File: src/rtl/prom_fetch_ctl_rrarb2.sv
// rtl/prom_fetch_ctl_rrarb2.sv - two-requester round-robin arbiter
module prom_fetch_ctl_rrarb2 (
    input  logic       clk,
    input  logic       reset,
    input  logic [1:0] req,
    input  logic       update,
    input  logic       last,
    output logic       grant,
    output logic       valid
);

    // Index of the requester served most recently; resets to 1 so requester 0 wins the first tie.
    logic ptr;

    always_ff @(posedge clk) begin
        if (reset) begin
            ptr <= 1'b1;
        end else if (update) begin
            ptr <= last;
        end
    end

    always_comb begin
        valid = |req;
        grant = req[1];
        if (req == 2'b11) begin
            grant = ~ptr;
        end
    end

endmodule

File: src/rtl/prom_fetch_ctl.sv
// rtl/prom_fetch_ctl.sv - shares one nibble-wide PROM between two word-fetch requesters
module prom_fetch_ctl #(
    parameter int HEIGHT  = 9,
    parameter int WIDTH   = 4,
    parameter int NIBBLES = 2,
    parameter int WAIT    = 1
) (
    input  logic                       clk,
    input  logic                       reset,
    input  logic                       req0,
    input  logic [HEIGHT-1:0]          addr0,
    output logic                       ack0,
    input  logic                       req1,
    input  logic [HEIGHT-1:0]          addr1,
    output logic                       ack1,
    output logic [WIDTH*NIBBLES-1:0]   data,
    output logic                       busy,
    output logic                       gnt,
    output logic [HEIGHT-1:0]          rom_a,
    output logic                       rom_cs_,
    input  logic [WIDTH-1:0]           rom_q
);

    localparam int IDXW = (NIBBLES > 1) ? $clog2(NIBBLES) : 1;
    localparam int WCW  = (WAIT > 1) ? $clog2(WAIT) : 1;

    typedef enum logic [1:0] {
        S_IDLE   = 2'd0,
        S_ACCESS = 2'd1,
        S_DONE   = 2'd2
    } state_t;

    state_t          state, state_nx;
    logic [IDXW-1:0] idx;
    logic [WCW-1:0]  wcnt;
    logic            arb_grant;
    logic            arb_valid;
    logic            last_wait;
    logic            last_nib;

    prom_fetch_ctl_rrarb2 u_arb (
        .clk    (clk),
        .reset  (reset),
        .req    ({req1, req0}),
        .update (state == S_DONE),
        .last   (gnt),
        .grant  (arb_grant),
        .valid  (arb_valid)
    );

    assign last_wait = (wcnt == WCW'(WAIT - 1));
    assign last_nib  = (idx == IDXW'(NIBBLES - 1));

    always_ff @(posedge clk) begin
        if (reset) begin
            state <= S_IDLE;
        end else begin
            state <= state_nx;
        end
    end

    always_comb begin
        state_nx = state;
        rom_cs_  = 1'b1;
        busy     = 1'b0;
        ack0     = 1'b0;
        ack1     = 1'b0;
        case (state)
            S_IDLE: begin
                if (arb_valid) begin
                    state_nx = S_ACCESS;
                end
            end
            S_ACCESS: begin
                rom_cs_ = 1'b0;
                busy    = 1'b1;
                if (last_wait && last_nib) begin
                    state_nx = S_DONE;
                end
            end
            S_DONE: begin
                busy     = 1'b1;
                ack0     = ~gnt;
                ack1     = gnt;
                state_nx = S_IDLE;
            end
            default: begin
                state_nx = S_IDLE;
            end
        endcase
    end

    // Address and requester are captured only at grant; later req/addr changes are ignored.
    always_ff @(posedge clk) begin
        if (reset) begin
            rom_a <= '0;
            gnt   <= 1'b0;
            idx   <= '0;
            wcnt  <= '0;
            data  <= '0;
        end else begin
            case (state)
                S_IDLE: begin
                    if (arb_valid) begin
                        gnt   <= arb_grant;
                        rom_a <= arb_grant ? addr1 : addr0;
                        idx   <= '0;
                        wcnt  <= '0;
                    end
                end
                S_ACCESS: begin
                    if (last_wait) begin
                        data[idx*WIDTH +: WIDTH] <= rom_q;
                        wcnt <= '0;
                        if (!last_nib) begin
                            idx   <= idx + IDXW'(1);
                            rom_a <= rom_a + HEIGHT'(1);
                        end
                    end else begin
                        wcnt <= wcnt + WCW'(1);
                    end
                end
                default: begin
                end
            endcase
        end
    end

endmodule

File: config.mk
export PLATFORM = sky130hd
export DESIGN_NAME = prom_fetch_ctl
export DESIGN_NICKNAME = d
export VERILOG_FILES = /design/src/rtl/prom_fetch_ctl_rrarb2.sv /design/src/rtl/prom_fetch_ctl.sv
export SDC_FILE = /design/constraint.sdc
export NUM_CORES = 1
export LEC_CHECK = 0
export ABC_CLOCK_PERIOD_IN_PS = 2500
export CAP_MARGIN = 20
export CORE_ASPECT_RATIO = 0.75
export CORE_MARGIN = 8
export CORE_UTILIZATION = 46
export DETAILED_ROUTE_END_ITERATION = 8
export PLACE_DENSITY_LB_ADDON = 0.1
export SLEW_MARGIN = 40
export SYNTH_ARGS = -nofsm -noshare
export SYNTH_HDL_FRONTEND = slang
export SYNTH_SLANG_ARGS = --single-unit
File: constraint.sdc
create_clock -name clk -period 2.5 [get_ports clk]
set_input_delay 0.25 -clock clk [delete_from_list [all_inputs] [get_ports clk]]
set_output_delay 0.25 -clock clk [all_outputs]
set_load 0.02 [all_outputs]
==> flow_metrics.tcl <==
set metrics [dict create \
    critPathMaxFanout 11 \
    highest_count_cells_in_the_layout_ignoring_fill_and_taps "sky130_fd_sc_hd__clkdlybuf4s50_1, sky130_fd_sc_hd__dfxtp_1, sky130_fd_sc_hd__nand2_1" \
    post_synth_inst_count 149 \
    peak_supply_drop_mv 0.473 \
    total_number_of_yosys_warnings 0 \
    postSynth.asyncResetShare_pct 0 \
    cts_buffer_depth 2 \
    crit_path_frequent_cell "sky130_fd_sc_hd__inv_1" \
    yosys.cell_types.count 41 \
    yosys.area.top_type "sky130_fd_sc_hd__dfxtp_1" \
    final_antenna_net_count 0 \
    multi_input_logic_area_um2 712 \
    grt_max_degree 23 \
    layout.filler_cells 214 \
    avgRoutedWirePerCell_um 15.6 \
    synth_area_leaders "sky130_fd_sc_hd__dfxtp_1, sky130_fd_sc_hd__nand2_1, sky130_fd_sc_hd__ha_1, sky130_fd_sc_hd__mux2i_1, sky130_fd_sc_hd__mux2_2" \
    p_per_area_nw_per_um2 923 \
    timing_worst_setup_path_type "register to output port" \
    crit_path_end_kind "output port" \
    nets 224 \
    die_x_um 75.9 \
    mostFrequentLayoutCell "sky130_fd_sc_hd__clkdlybuf4s50_1" \
    crit_buf_inv 3 \
    worst_hold_slack_ns 0.358 \
    via_count 1233 \
    worst_clock_skew_ns 0.00225 \
    area_growth_pct 40.8 \
    status "complete, no violations" \
    fin_crit_sh_pct 88.8 \
    overflow 0 \
    final_period_minus_worst_setup_slack_ns 2.22 \
    ys_ff_latch 22 \
    drt-vias-per-instance 5.41 \
    syn_area_per_cell_um2 8.30 \
    grt_use_total_pct 16.0 \
    number_of_enable_type_register_cells_in_the_synthesized_netlist 0 \
    share_of_the_synthesized_area_in_the_top_cell_type_pct 35.6 \
    pre_cts_ws_ns 0.378 \
    dieArea_um2 4620 \
    hold_violations 0 \
    ys_seq_area_share_pct 35.6 \
    height_of_the_chip_um 60.9 \
    first_pass_grt_wire_length_um 5800 \
    cts_inserted_buffers 3 \
    layout_utilization_pct 67.4 \
    maxSlewHeadroom_pct 53.5 \
    cts_resized 0 \
    worst_path_dominant_cell_family "buffers and inverters" \
    ios 48 \
    tritoncts_clock_tree "built" \
    hold_buffers 0 \
    floorplan.initialDensity_pct 47.9 \
    worst_slew_pin_slew_ns 0.694 \
    placementRows 16 \
    gp_congestion 0.824 \
    setup_slack_ns 0.279 \
    setup-violations-final 0 \
    clk_pin_slew_worst_paths_ns 0.13 \
    timing.hold.worst.class "primary input to register" \
    detail_route.iter0.violations 64 \
    postSynthNetCount 180 \
    hpwlAfterDp_um 2690 \
    grt_pass1_vias 1230 \
    antenna_cells_inserted 0 \
    fin_setup_tns_ns 0 \
    cpMaxStageDelayCell "sky130_fd_sc_hd__clkdlybuf4s50_1" \
    grt_antenna_before_repair 0 \
    cp_cell_sequence "inv_1, ha_1, inv_1, clkdlybuf4s50_1" \
    synth-main-ff-cell "sky130_fd_sc_hd__dfxtp_1" \
    achievable-frequency_ghz 0.450 \
    worst_skew_pair.late_latency_ns 0.31 \
    placement.cell_area_um2 1710 \
    synth_area_um2 1240 \
    cts_num_sinks 22 \
    seqCellArea_um2 440 \
    rsz0062_at_grt "no" \
    worstSetupStartpointType "register" \
    placeableCoreArea_um2 2580 \
    drc_errors 0 \
    count_of_input_and_output_buffers 47 \
    critical-path-max-stage-delay_ns 0.67 \
    cp.arrival_ns 1.97 \
    critPathRequiredTime_ns 2.25 \
    post_route_cells_drive_above_1_share_pct 8.85 \
    clk_root_buffer_cell "sky130_fd_sc_hd__clkbuf_4" \
    detailedRoute.firstPassIterationCount 4 \
    drt_total_wl_um 3550 \
    post_cts.repair.setup_buffers 0 \
    final_max_slew_viol_count 0 \
    post-route-cell-area_um2 1740 \
    cts_max_level 1 \
    drv_cap 0 \
    power.static_leakage_nw 0.634 \
]
-- worst reg2reg max path, delay by kind of cell, from the launching register on --
kind	cells	cell delay (ns)
AOI/OAI and AO/OA	2	0.55
adders and majority gates	1	0.28
buffers and inverters	2	0.32
DFF	1	0.35
and+or+nand+nor	2	0.42
-- power breakdown --
part | internal (W) | leakage [nW] | switching, W
Sequential | 0.000440 | 0.180 | 0.000106
Clock | 0.0000889 | 0.0210 | 0.000113
Combinational | 0.000402 | 0.432 | 0.000457
-- state kept, by name (all words and copies together) (netlist names) --
register   flops
rom_a          9
data           8
gnt            1
u_arb.ptr      1
state          2
idx            1
-- through the flow --
stage / cells / total power [W]
final: 228 / 0.00161
after CTS: 228 / 0.00161
after global routing: 228 / 0.00172
after floorplan: 149 / 0.00110
after detailed placement: 224 / 0.00141
after global placement: 224 / 0.00138
-- layout make-up --
type                    count  share of cell area [%]
flip-flops and latches     22                    25.3
clock buffers               4                    2.08
inverters                   5                    1.08
well taps                  36                    2.59
repair buffers             50                    28.0
multi-input cells         111                    40.9
-- metal layers --
metal | part of all wire [%] | vias to the layer above | global-route usage, %
li1 | - | 614 | -
met5 | 0 | - | 0
met2 | 43 | 42 | 25.7
met3 | 8.9 | 2 | 6.11
met1 | 47 | 575 | 20.2
met4 | 0.37 | 0 | 1.91
-- worst paths after layout --
check,start,end,slack (ns),depth (start not counted)
worst max-delay path,state[1]$_SDFFE_PP0P_,rom_cs_,0.28,4
worst min-delay path,reset,data[1]$_SDFFE_PP0P_,0.36,2
worst max register to register,state[1]$_SDFFE_PP0P_,rom_a[0]$_SDFFE_PP0P_,0.54,7
worst min register to register,data[6]$_SDFFE_PP0P_,data[6]$_SDFFE_PP0P_,0.46,2
-- Yosys cell counts (2+ instances only) --
cell                        count
sky130_fd_sc_hd__dfxtp_1       22
sky130_fd_sc_hd__nand2_1       19
sky130_fd_sc_hd__nor2_1        15
sky130_fd_sc_hd__a21oi_1       11
sky130_fd_sc_hd__nand3_1        7
sky130_fd_sc_hd__mux2i_1        6
sky130_fd_sc_hd__ha_1           5
sky130_fd_sc_hd__inv_1          5
sky130_fd_sc_hd__mux2_2         5
sky130_fd_sc_hd__a31oi_1        4
sky130_fd_sc_hd__buf_2          4
sky130_fd_sc_hd__clkbuf_1       4
sky130_fd_sc_hd__o21ai_0        4
sky130_fd_sc_hd__a211o_1        3
sky130_fd_sc_hd__nand2b_1       3
sky130_fd_sc_hd__nand4b_1       3
sky130_fd_sc_hd__a211oi_1       2
sky130_fd_sc_hd__a2bb2oi_1      2
sky130_fd_sc_hd__buf_6          2
sky130_fd_sc_hd__nor3_1         2
-- logic make-up (layout without fill, tap and decap cells) --
kind of cell,Yosys count,in the layout,synth area share [%]
AOI/OAI and AO/OA,37,37,20.3
xor gates and xnor gates,1,1,0.709
adders and majority gates,5,5,5.06
buffers and inverters,16,59,6.78
DFF,22,22,35.6
muxes,11,11,9.41
and+or+nand+nor,57,57,22.1
(Power assumes the default switching activity.)
